## config.mk

```make
export PLATFORM = sky130hd
export DESIGN_NAME = button_debouncer
export DESIGN_NICKNAME = d
export VERILOG_FILES = /design/src/rtl/button_debouncer_pkg.sv /design/src/rtl/button_debouncer_channel.sv /design/src/rtl/button_debouncer.sv
export SDC_FILE = /design/constraint.sdc
export NUM_CORES = 1
export LEC_CHECK = 0
export ABC_AREA = 1
export BUFFER_PORTS_ARGS = -buffer_cell sky130_fd_sc_hd__buf_2
export CORE_ASPECT_RATIO = 0.8
export CORE_MARGIN = 2
export CORE_UTILIZATION = 52
export DETAILED_ROUTE_END_ITERATION = 10
export GPL_ROUTABILITY_DRIVEN = 0
export GPL_TIMING_DRIVEN = 0
export PLACE_DENSITY = 0.75
export SYNTH_ARGS = -nofsm -noshare
export SYNTH_HDL_FRONTEND = slang
export SYNTH_SLANG_ARGS = --single-unit
```

## constraint.sdc

```tcl
create_clock -name clk -period 1.4 [get_ports clk]
set_clock_uncertainty 0.15 [all_clocks]
set_input_delay 0.14 -clock clk [delete_from_list [all_inputs] [get_ports clk]]
set_output_delay 0.14 -clock clk [all_outputs]
set_load 0.05 [all_outputs]
```

## src/rtl/button_debouncer_pkg.sv

```systemverilog
// Shared alarm-clock types and default timing constants (100 MHz system clock).
// Used by the button debouncer, edge detectors and clock-keeping blocks.
package alarm_clock_pkg;

  typedef enum logic [1:0] {DB_LO, DB_WAIT_HI, DB_HI, DB_WAIT_LO} db_state_t;

  localparam int DEF_NUM_BTN       = 5;
  localparam int DEF_STABLE_CYCLES = 1_000_000;
  localparam int DEF_LONG_CYCLES   = 50_000_000;
  localparam int DEF_REPEAT_CYCLES = 10_000_000;

  // Counter width helper that never collapses to a zero-width vector.
  function automatic int min1_clog2(input int n);
    return (n <= 1) ? 1 : $clog2(n);
  endfunction

endpackage

```

## src/rtl/button_debouncer_channel.sv

```systemverilog
// One button: 2-FF synchroniser, four-state debounce FSM and, when
// BTN_DEBOUNCE_LONG_PRESS_EN is defined, long-press auto-repeat pulses.
module debounce_channel
  import alarm_clock_pkg::*;
#(
  parameter int STABLE_CYCLES = DEF_STABLE_CYCLES,
  parameter int LONG_CYCLES   = DEF_LONG_CYCLES,
  parameter int REPEAT_CYCLES = DEF_REPEAT_CYCLES
) (
  input  logic i_clk,
  input  logic i_rst,
  input  logic i_raw,
  output logic o_db,
  output logic o_rep
);

  localparam int CNT_W = min1_clog2(STABLE_CYCLES);
  localparam logic [CNT_W-1:0] CNT_ONE  = CNT_W'(1);
  localparam logic [CNT_W-1:0] CNT_LAST = CNT_W'(STABLE_CYCLES - 1);

  // The repeat reload and the debounce counter both assume these relationships.
  if (!((STABLE_CYCLES > 1) && (REPEAT_CYCLES > 0) && (LONG_CYCLES > REPEAT_CYCLES))) begin : g_cfg_check
    $error("debounce_channel: invalid timing parameters");
  end

  logic             r_sync1;
  logic             r_sync2;
  db_state_t        r_state;
  logic [CNT_W-1:0] r_cnt;
  logic             r_db;

  always_ff @(posedge i_clk) begin
    if (i_rst) begin
      r_sync1 <= 1'b0;
      r_sync2 <= 1'b0;
    end else begin
      r_sync1 <= i_raw;
      r_sync2 <= r_sync1;
    end
  end

  // A WAIT state only commits after STABLE_CYCLES agreeing samples in a row.
  always_ff @(posedge i_clk) begin
    if (i_rst) begin
      r_state <= DB_LO;
      r_cnt   <= '0;
      r_db    <= 1'b0;
    end else begin
      unique case (r_state)
        DB_LO: begin
          if (r_sync2) begin
            r_state <= DB_WAIT_HI;
            r_cnt   <= CNT_ONE;
          end else begin
            r_cnt   <= '0;
          end
        end
        DB_WAIT_HI: begin
          if (!r_sync2) begin
            r_state <= DB_LO;
            r_cnt   <= '0;
          end else if (r_cnt == CNT_LAST) begin
            r_state <= DB_HI;
            r_cnt   <= '0;
            r_db    <= 1'b1;
          end else begin
            r_cnt   <= r_cnt + CNT_ONE;
          end
        end
        DB_HI: begin
          if (!r_sync2) begin
            r_state <= DB_WAIT_LO;
            r_cnt   <= CNT_ONE;
          end else begin
            r_cnt   <= '0;
          end
        end
        DB_WAIT_LO: begin
          if (r_sync2) begin
            r_state <= DB_HI;
            r_cnt   <= '0;
          end else if (r_cnt == CNT_LAST) begin
            r_state <= DB_LO;
            r_cnt   <= '0;
            r_db    <= 1'b0;
          end else begin
            r_cnt   <= r_cnt + CNT_ONE;
          end
        end
      endcase
    end
  end

  assign o_db = r_db;

`ifdef BTN_DEBOUNCE_LONG_PRESS_EN
  localparam int HOLD_W = min1_clog2(LONG_CYCLES + 1);
  localparam logic [HOLD_W-1:0] HOLD_ONE    = HOLD_W'(1);
  localparam logic [HOLD_W-1:0] HOLD_LAST   = HOLD_W'(LONG_CYCLES - 1);
  localparam logic [HOLD_W-1:0] HOLD_RELOAD = HOLD_W'(LONG_CYCLES - REPEAT_CYCLES);

  logic [HOLD_W-1:0] r_hold;
  logic              r_rep;

  // Only a clean HI counts; any glitch into WAIT_LO restarts long-press timing.
  always_ff @(posedge i_clk) begin
    if (i_rst) begin
      r_hold <= '0;
      r_rep  <= 1'b0;
    end else if (r_state == DB_HI) begin
      if (r_hold == HOLD_LAST) begin
        r_hold <= HOLD_RELOAD;
        r_rep  <= 1'b1;
      end else begin
        r_hold <= r_hold + HOLD_ONE;
        r_rep  <= 1'b0;
      end
    end else begin
      r_hold <= '0;
      r_rep  <= 1'b0;
    end
  end

  assign o_rep = r_rep;
`else
  assign o_rep = 1'b0;
`endif

endmodule

```

## src/rtl/button_debouncer.sv

```systemverilog
// Debounces NUM_BTN asynchronous push buttons into clean clk-domain levels.
// Long-press auto-repeat pulses on btn_rep exist only with BTN_DEBOUNCE_LONG_PRESS_EN.
module button_debouncer
  import alarm_clock_pkg::*;
#(
  parameter int NUM_BTN       = DEF_NUM_BTN,
  parameter int STABLE_CYCLES = DEF_STABLE_CYCLES,
  parameter int LONG_CYCLES   = DEF_LONG_CYCLES,
  parameter int REPEAT_CYCLES = DEF_REPEAT_CYCLES
) (
  input  logic               clk,
  input  logic               rst,
  input  logic [NUM_BTN-1:0] btn_raw,
  output logic [NUM_BTN-1:0] btn_db,
  output logic [NUM_BTN-1:0] btn_rep
);

  for (genvar i = 0; i < NUM_BTN; i++) begin : g_ch
    debounce_channel #(
      .STABLE_CYCLES (STABLE_CYCLES),
      .LONG_CYCLES   (LONG_CYCLES),
      .REPEAT_CYCLES (REPEAT_CYCLES)
    ) u_ch (
      .i_clk (clk),
      .i_rst (rst),
      .i_raw (btn_raw[i]),
      .o_db  (btn_db[i]),
      .o_rep (btn_rep[i])
    );
  end

endmodule

```

# Word level (Yosys, flattened, before mapping)

Cells that the tools add are included.

Output and inout bits: 10
Logic and storage cells: 200
Memories kept: 0
Memory bits (writable): 0
Flip-flop bits (word level): 125
Input bits: 7
Bits in latches: 0
Bits in read-only memories: 0

Multipliers: 0
Bitwise gates (word level): 0
Eq/ne operators: 60
Magnitude comparators: 0
Shift operators: 0
Divide/modulo/power cells: 0
Mux-type cells: 90
Reduce and logical (&&, ||, !) cells: 20
Add/sub/neg operators: 5

Operators by type and width:

| kind                                          | count |
|---|---|
| one-hot mux 20 bit (4 select lines)           | 5 |
| 2-to-1 mux 20 bit                             | 15 |
| adder 20 x 1 -> 20 bit, second input constant | 5 |
| == test 20 bit, second input constant         | 5 |
| 2-to-1 mux 2 bit                              | 30 |
| != test 2 x 1 -> 1 bit, second input constant | 20 |
| one-hot mux 2 bit (4 select lines)            | 5 |
| 2-to-1 mux 1 bit                              | 30 |
| AND reduction 5 bit                           | 5 |
| == test 2 bit, second input constant          | 10 |
| != test 2 bit, second input constant          | 10 |
| AND reduction 4 bit                           | 5 |
| != test 3 x 1 -> 1 bit, second input constant | 5 |
| != test 3 bit, second input constant          | 5 |
| == test 2 x 1 -> 1 bit, second input constant | 5 |
| logical NOT 2 bit                             | 5 |
| one-hot mux 1 bit (2 select lines)            | 5 |
| nonzero test 2 bit                            | 5 |

# Depth between registers and ports, before layout

Gate-level depths: netlist of run 1.

Depth after elaboration: 4
Depth in mapped cells: 11
Gate-level depth less buffers: 11

# Cells and area by module

From an unflattened synthesis of run 1, not the netlist that was laid out.

Cell total of the unflattened synthesis: 984
Area, all modules: 6657.6 um2

By module, submodules not included:

| module                               | instances | sequential area each (um2) | cells an instance | area each (um2) |
|---|---|---|---|---|
| debounce_channel at g_ch[0].u_ch ... | 4         | 500.5                      | 196               | 1323.8 |
| debounce_channel at g_ch[4].u_ch     | 1         | 500.5                      | 200               | 1362.6 |

# Worst setup path before layout of run 1

Ideal clock, no wire load.

Kind: register to register
From: reg g_ch[3].u_ch.r_cnt[0]
To: reg g_ch[3].u_ch.r_cnt[18]
Path buffers: 1
Cell stages (with the launch flop): 7
Library setup time: 112 ps
Data arrival time: 1317 ps
Period minus slack after synthesis: 1579 ps
Required time: 1138 ps
Path slack: -179 ps
Cell sequence: dfxtp_1 -> ha_1 -> nor3b_4 -> nand3_4 -> nand3_4 -> buf_6 -> nor2_1

Longest elaborated chain between the ends: 4
Elaborated cells on any way between the ends: 6
Classes of those cells: 1 x add/sub; 1 x eq/ne; 4 x mux

RTL lines:

| element                                                         | RTL line                                                       | RTL |
|---|---|---|
| start: declaration                                              | button_debouncer_channel.sv:29                                 | `logic [CNT_W-1:0] r_cnt;` |
| start signal: assignment                                        | button_debouncer_channel.sv:67                                 | `r_cnt <= r_cnt + CNT_ONE;` |
| start signal: assignment                                        | button_debouncer_channel.sv:87                                 | `r_cnt <= r_cnt + CNT_ONE;` |
| adder 20 x 1 -> 20 bit / == test 20 bit (equally long branches) | n/a                                                            |  |
| 2-to-1 mux 20 bit *                                             | button_debouncer_channel.sv:62, button_debouncer_channel.sv:82 |  |
| 2-to-1 mux 20 bit (on tied branches)                            | button_debouncer_channel.sv:79, button_debouncer_channel.sv:59 |  |
| one-hot mux 20 bit (4 select lines) *                           | button_debouncer_channel.sv:49                                 | `unique case (r_state)` |

Every way passes the cells marked *; elsewhere a longest branch is shown, timed or not.
A chain may end at the register's enable or synchronous reset.

# Final worst setup path of run 1

From: reg g_ch[3].u_ch.r_cnt[16]
To: reg g_ch[3].u_ch.r_cnt[3]

Longest elaborated chain between the ends: 4
Elaborated cells on any way between the ends: 5
Classes of those cells: 1 x eq/ne; 4 x mux

RTL lines:

| element                               | RTL line |
|---|---|
| == test 20 bit *                      | button_debouncer_channel.sv:62, button_debouncer_channel.sv:82 |
| 2-to-1 mux 20 bit *                   | button_debouncer_channel.sv:62, button_debouncer_channel.sv:82 |
| 2-to-1 mux 20 bit (on tied branches)  | button_debouncer_channel.sv:79, button_debouncer_channel.sv:59 |
| one-hot mux 20 bit (4 select lines) * | button_debouncer_channel.sv:49 |

Marks and branches as above.

==> out/results.tsv, run 1 <==
metric	value	unit
Setup crit start	g_ch[3].u_ch.r_cnt[16]	
Synth top area share	39.5	%
min-delay src	rst	
Max Buffers Root-to-Sink	2	
hold_ws	0.112	ns
root buf cell	clkbuf_16	
Diodes inserted	0	
Max FO, Critical Path	8	
worst setup margin	-0.246	ns
Placed Instances	1092	
Top Layer Used	met4	
CTS H-Tree Depth	4	
Fin. Hold Viols	0	
Tcrit/Tclk final	118	%
met3 wire len	1.43	mm
Post-synth EDFFs	0	
largest area contributor in the netlist	dfxtp_1	
FF-to-FF setup slack	-0.25	ns
unrepaired setup endpoints after global routing	yes	
dpl hpwl	9.25	mm
routed wl met2	10.0	mm
final net count	1064	
post-synthesis register bit count	125	
worst setup path endpoint	g_ch[3].u_ch.r_cnt[3]	
Routed WL	20.1	mm
sequential power share	44.5	%
min cycle time layout	1.65	ns
sw power	1.85	mW
CP Class	reg -> reg	
IO buf count	11	
top_reg_cell synth	dfxtp_1	
I/O pin cnt	17	
CTS tree	built	
Synth area leaders	dfxtp_1, nor2_1, nand2_1	
final setup vio count	104	
DR WL/cell	16.5	um
clk_lat worst skew	0.43	ns
Slew HR	64.9	%
CP Data Required Time	1.56	ns
Synth-to-Final Area Change	46.6	%
sequential-to-total area share from yosys stat	39.5	%
M1 wire length	7.94	mm
Max Fclk	607	MHz
first-pass iteration count of the detailed router	5	
Worst Tran Pin Value	0.527	ns
Final Cell Area	9290	um^2
multi-input logic area	4350	um^2
Max Transition Viols Final	0	
sw frac	22.8	%
CP Capture Type	flop	
P_int	6.24	mW
core area	12000	um^2
Die H	103	um
Remaining DRCs	0	
Mapped Area	6340	um^2
Reg area	2640	um^2
Sink Count	125	
Routed Antenna Nets	0	
# fillers	731	
Cells after Synth	925	
CTS Buf Count	17	
DR iter-0 viols	455	
worst IR drop on VDD	882	uV
Power per Cell Area	870	nW/um^2
Starting Density	52.7	%
Total GRT Usage	25.5	%
post-synth cell types	38	
clock-pin slew on the worst setup and hold paths	0.06	ns
R2R depth	8	
failing checks	setup timing	
largest net degree at the start of global routing	17	
vias in the first global route	5734	
Clk network pwr share	52.2	%
# rows	36	
MaxCap Viol Count	0	
Yosys warning count	0	
first-pass GRT wire length	26.7	mm
Post-Syn Area per Cell	6.85	um^2
count leader, synth	nor2_1	
layout cell share with drive strength beyond 1	44.0	%
top cells by count, synth	nor2_1, nand2_1, dfxtp_1	
vias per inst	5.50	
Hold Path Class	in -> reg	
die width	127	um
outcome	complete, but fails checks	
Comb pwr share	3.3	%
post-placement cell area	6760	um^2
gr ovfl total	0	
Synth async-reset ratio	0	%
vias	6694	
static leakage	3.53	nW
Reg2Reg Capture Point	g_ch[3].u_ch.r_cnt[3]	
initial antenna violation count	0	
launch point of the worst reg-to-reg path	g_ch[3].u_ch.r_cnt[16]	
Die ar.	13100	um^2
Finished Layout Cells	1217	
startpoint types	flop	
critical path arrival	1.80	ns
cells in the final DEF (no fill, tap or decap), types with 5 or more instances in the layout:
cell type and n:
a21oi_1 16, buf_2 6, buf_4 78, buf_6 24, clkbuf_1 5, clkbuf_16 18, conb_1 5, dfxtp_1 54
dfxtp_2 50, dfxtp_4 21, dlygate4sd3_1 6, ha_4 5, inv_1 93, inv_2 21, inv_4 7, nand2_1 154
nand2_2 32, nand2_4 17, nand3_1 27, nand3_2 14, nand3_4 14, nand4_1 27, nor2_1 135, nor2_2 51
nor2_4 41, nor3_1 13, nor3_2 16, nor3_4 8, nor3b_2 8, xnor2_1 17, xor2_1 24
flip-flops by register name, summed over array words and instances, names as in the netlist, named ones only:
name	count
g_ch.u_ch.o_db	5
g_ch.u_ch.r_cnt	100
g_ch.u_ch.r_state	5
g_ch.u_ch.r_sync1	5
g_ch.u_ch.r_sync2	5
cells by family after synthesis:
family,synth area share [%]
xor gates and xnor gates,6.36
DFF,39.5
AOI/OAI and AO/OA,3.20
and+or+nand+nor,40.5
buffers and inverters,9.38
adders and majority gates,0.987
other,0.0592
area by class of cell:
type | count | area share [%]
multi-input cells | 664 | 46.8
flip-flops and latches | 125 | 28.5
repair buffers | 104 | 9.71
clock buffers | 23 | 5.15
inverters | 121 | 5.08
well taps | 152 | 2.05
plain buffers | 19 | 1.76
clock inverters | 9 | 0.943
worst min-delay path by stage:
| stage | end | slack, ns | cells after the start |
|---|---|---|---|
| 2_1_floorplan | g_ch[0].u_ch.r_sync1 | 0.1 | 2 |
| 3_3_place_gp | g_ch[3].u_ch.r_sync1 | 0.20 | 3 |
| 3_5_place_dp | g_ch[0].u_ch.r_sync1 | 0.20 | 3 |
| 4_1_cts | g_ch[2].u_ch.r_cnt[0] | 0.06 | 6 |
| 5_1_grt | g_ch[4].u_ch.r_cnt[8] | 0.14 | 5 |
| 6_report | g_ch[2].u_ch.r_cnt[0] | 0.11 | 6 |
through the flow:
step | utilization, % | setup WS, ns | setup TNS (ns) | power [mW]
6_report | 77.2 | -0.246 | -14.67 | 8.08
5_1_grt | 77.2 | -0.343 | -22.21 | 8.29
3_5_place_dp | 56.2 | -0.258 | -16.06 | 3.90
3_3_place_gp | 56.2 | -0.264 | -15.07 | 3.89
2_1_floorplan | - | -0.0880 | -0.953 | 3.86
4_1_cts | 69.7 | -0.126 | -6.71 | 8.07
layer usage:
| metal | GRT usage (%) | up-vias |
|---|---|---|
| li1 | - | 3152 |
| met4 | 9.30 | 0 |
| met2 | 43.2 | 320 |
| met5 | 0 | - |
| met3 | 6.64 | 84 |
| met1 | 31.9 | 3138 |
timing repair:
action | 4_1_cts | 5_1_grt
cloned | 4 | 1
endpoints found under the setup margin | 117 | 115
hold buffers | 6 | 0
hold endpoints to repair | 7 | 0
buffers inserted | 46 | 37
resized for setup | 193 | 197
pin swaps | 69 | 75
critical path: stages (launching register included):
cell and delay (ns):
dfxtp_2 0.35, nand2_1 0.12, inv_2 0.09, nand2_1 0.07, nor2_2 0.16, nand3_4 0.17, nand3_4 0.20, buf_8 0.17
nor2_4 0.04
power by group through the flow:
stage | Combinational [mW] | Sequential (mW) | Clock [mW]
floorplan | 0.156 | 3.70 | 0
global placement | 0.186 | 3.71 | 0
detailed placement | 0.190 | 3.71 | 0
CTS | 0.230 | 3.62 | 4.22
global route | 0.290 | 3.60 | 4.40
finish | 0.264 | 3.60 | 4.22
Power figures use the tool's default switching activity.
==> run 2: changes to the inputs <==
- ABC_AREA: 1 -> default
==> out/results.tsv, run 2 <==
metric	value	unit	change
Max FO, Critical Path	5		was 8
vias per inst	5.91		was 5.50
largest family of logic cells by synthesized area	simple AND/OR/NAND/NOR gates		unchanged
hold endpoint	g_ch[0].u_ch.o_db		was g_ch[2].u_ch.r_cnt[0]
Slew HR	67.3	%	was 64.9%
min-delay src	rst		unchanged
Starting Density	52.7	%	about the same
Cells after Synth	656		was 925
worst setup margin	-0.664	ns	was -0.246 ns
I/O pin cnt	17		unchanged
Synth area leaders	dfxtp_1, xnor2_1, nor2_1		was dfxtp_1, nor2_1, nand2_1
first-pass iteration count of the detailed router	5		unchanged
Synth-to-Final Area Change	52.3	%	was 46.6%
CP Class	reg -> reg		unchanged
largest net degree at the start of global routing	17		unchanged
outcome	complete, but fails checks		unchanged
Yosys warning count	0		unchanged
most common cell after layout, fill and taps aside	buf_4		was nand2_1
Power per Cell Area	1060	nW/um^2	was 870 nW/um^2
CTS Buf Count	17		unchanged
Reg2Reg Capture Point	g_ch[3].u_ch.o_db		was g_ch[3].u_ch.r_cnt[3]
simple-gate area share of the yosys netlist	29.4	%	was 40.5%
Synth async-reset ratio	0	%	unchanged
Post-Syn Area per Cell	8.61	um^2	was 6.85 um^2
initial antenna violation count	0		unchanged
vias	5583		was 6694
Worst Tran Pin Value	0.484	ns	was 0.527 ns
startpoint types	flop		unchanged
DR iter-0 viols	521		was 455
Synth top area share	44.3	%	was 39.5%
top_reg_cell synth	dfxtp_1		unchanged
failing checks	setup timing		unchanged
sequential-to-total area share from yosys stat	44.3	%	was 39.5%
Max Transition Viols Final	0		unchanged
critical path arrival	2.25	ns	was 1.80 ns
first-pass GRT wire length	25.7	mm	was 26.7 mm
Synth Area in Adders	1.11	%	was 0.987%
Sink Count	125		unchanged
layout cell share with drive strength beyond 1	48.3	%	was 44.0%
die width	121	um	was 127 um
gr ovfl total	0		unchanged
# rows	34		was 36
hold_ws	0.0552	ns	was 0.112 ns
Total GRT Usage	27.3	%	was 25.5%
multiplexer share of the synthesized area	0	%	unchanged
IO buf count	10		was 11
Post-synth EDFFs	0		unchanged
R2R depth	4		was 8
CP Capture Type	flop		unchanged
post-synthesis register bit count	125		unchanged
DR WL/cell	18.0	um	was 16.5 um
clk_lat worst skew	0.42	ns	was 0.43 ns
Hold Path Class	in -> reg		unchanged
Routed WL	17.0	mm	was 20.1 mm
static leakage	2.84	nW	was 3.53 nW
Layout Utilization	80.3	%	was 77.2%
Die ar.	11700	um^2	was 13100 um^2
worst IR drop on VDD	793	uV	was 882 uV
Finished Layout Cells	945		was 1217
CTS tree	built		unchanged
CP Data Required Time	1.58	ns	was 1.56 ns
top cells by count, synth	dfxtp_1, nor2_1, nand3_1		was nor2_1, nand2_1, dfxtp_1
vias in the first global route	5367		was 5734
post-synth cell types	46		was 38
unrepaired setup endpoints after global routing	yes		unchanged
MaxCap Viol Count	0		unchanged
most frequent cells in the layout	buf_4, dfxtp_1, nor2_2		was nand2_1, nor2_1, inv_1
root buf cell	clkbuf_16		unchanged
final setup vio count	113		was 104
min cycle time layout	2.06	ns	was 1.65 ns
count leader, synth	dfxtp_1		was nor2_1
post-synthesis compound-gate area fraction	10.3	%	was 3.20%
largest area contributor in the netlist	dfxtp_1		unchanged
# fillers	577		was 731
Placed Instances	814		was 1092
final net count	800		was 1064
Max Buffers Root-to-Sink	2		unchanged
Diodes inserted	0		unchanged
Die H	97.2	um	was 103 um
dpl hpwl	8.33	mm	was 9.25 mm
Tcrit/Tclk final	147	%	was 118%
core area	10700	um^2	was 12000 um^2
launch point of the worst reg-to-reg path	g_ch[3].u_ch.r_cnt[15]		was g_ch[3].u_ch.r_cnt[16]
hold path cells	2		was 6
Largest register FFs	100		unchanged
Max Fclk	485	MHz	was 607 MHz
clock-pin slew on the worst setup and hold paths	0.06	ns	about the same
Remaining DRCs	0		unchanged
Top reg by flops	g_ch.u_ch.r_cnt		unchanged
XOR/XNOR Fraction of Synth Area	10.2	%	was 6.36%
FF-to-FF setup slack	-0.66	ns	was -0.25 ns
CTS H-Tree Depth	4		unchanged
Routed Antenna Nets	0		unchanged
Fin. Hold Viols	0		unchanged
Mapped Area	5650	um^2	was 6340 um^2
-- run 2: per-layer routing --
| metal | global-route usage (%) | wire length, um | up-vias |
|---|---|---|---|
| met4 | 8.41 | 271 | 0 |
| met3 | 5.93 | 855 | 36 |
| met5 | 0 | 0 | - |
| met2 | 48.9 | 8880 | 197 |
| met1 | 32.5 | 7010 | 2769 |
| li1 | - | - | 2581 |
-- run 2: cell type report --
type / instances / area, um^2 / area share [%]
Clock inverter: 9 / 200 / 2.33
Buffer: 19 / 163 / 1.89
Tap cell: 144 / 180 / 2.09
Inverter: 28 / 105 / 1.22
Clock buffer: 23 / 519 / 6.03
Sequential cell: 125 / 2650 / 30.8
Timing Repair Buffer: 118 / 1090 / 12.7
Multi-Input combinational cell: 479 / 3700 / 43.0
-- run 2: worst max-delay path, stage by stage (launching register included) --
cell and delay (ns):
dfxtp_2 0.34, or3b_1 0.37, or4_4 0.48, or4_1 0.48, a31oi_1 0.16
-- run 2: timing repair --
item	4_1_cts	5_1_grt
hold endpoints to repair	7	0
pin swaps	52	45
setup endpoints to repair	117	118
resized for setup	154	108
gates cloned	5	0
hold buffers	8	0
buffers inserted	78	22
-- run 2: cell families (layout without fill, tap and decap cells) --
| kind of cell | count (synthesis) | after routing |
|---|---|---|
| AND/OR/NAND/NOR | 308 | 308 |
| AO/OA/AOI/OAI | 95 | 95 |
| other | 1 | 5 |
| adder cells (fa/ha/maj) | 5 | 5 |
| XOR/XNOR | 66 | 66 |
| buffers and inverters | 56 | 197 |
| flip-flops | 125 | 125 |
-- run 2: power breakdown --
part           switching, mW  internal (mW)  leakage [nW]
sequential            0.0315           3.55          1.05
clock                   1.60           3.68         0.347
combinational          0.169          0.111          1.44
-- run 2: stage by stage --
| step | setup WS, ns | TNS (ns) | instance area, um^2 | power (mW) |
|---|---|---|---|---|
| CTS | -0.638 | -43.52 | 8190 | 9.14 |
| global route | -0.703 | -56.28 | 8600 | 9.39 |
| finish | -0.664 | -50.73 | 8600 | 9.14 |
| floorplan | -0.631 | -35.97 | 6030 | 3.87 |
| global placement | -0.783 | -60.22 | 6260 | 3.91 |
| detailed placement | -0.808 | -64.95 | 6260 | 3.92 |
-- run 2: worst max path at each step --
stage	startpoint	end	cells after the start
floorplan	g_ch[3].u_ch.r_cnt[6]	g_ch[3].u_ch.o_db	5
global placement	g_ch[3].u_ch.r_cnt[0]	g_ch[3].u_ch.r_cnt[12]	7
detailed placement	g_ch[3].u_ch.r_cnt[0]	g_ch[3].u_ch.r_cnt[12]	7
CTS	g_ch[3].u_ch.r_cnt[15]	g_ch[3].u_ch.o_db	4
global route	g_ch[3].u_ch.r_cnt[15]	g_ch[3].u_ch.o_db	4
finish	g_ch[3].u_ch.r_cnt[15]	g_ch[3].u_ch.o_db	4
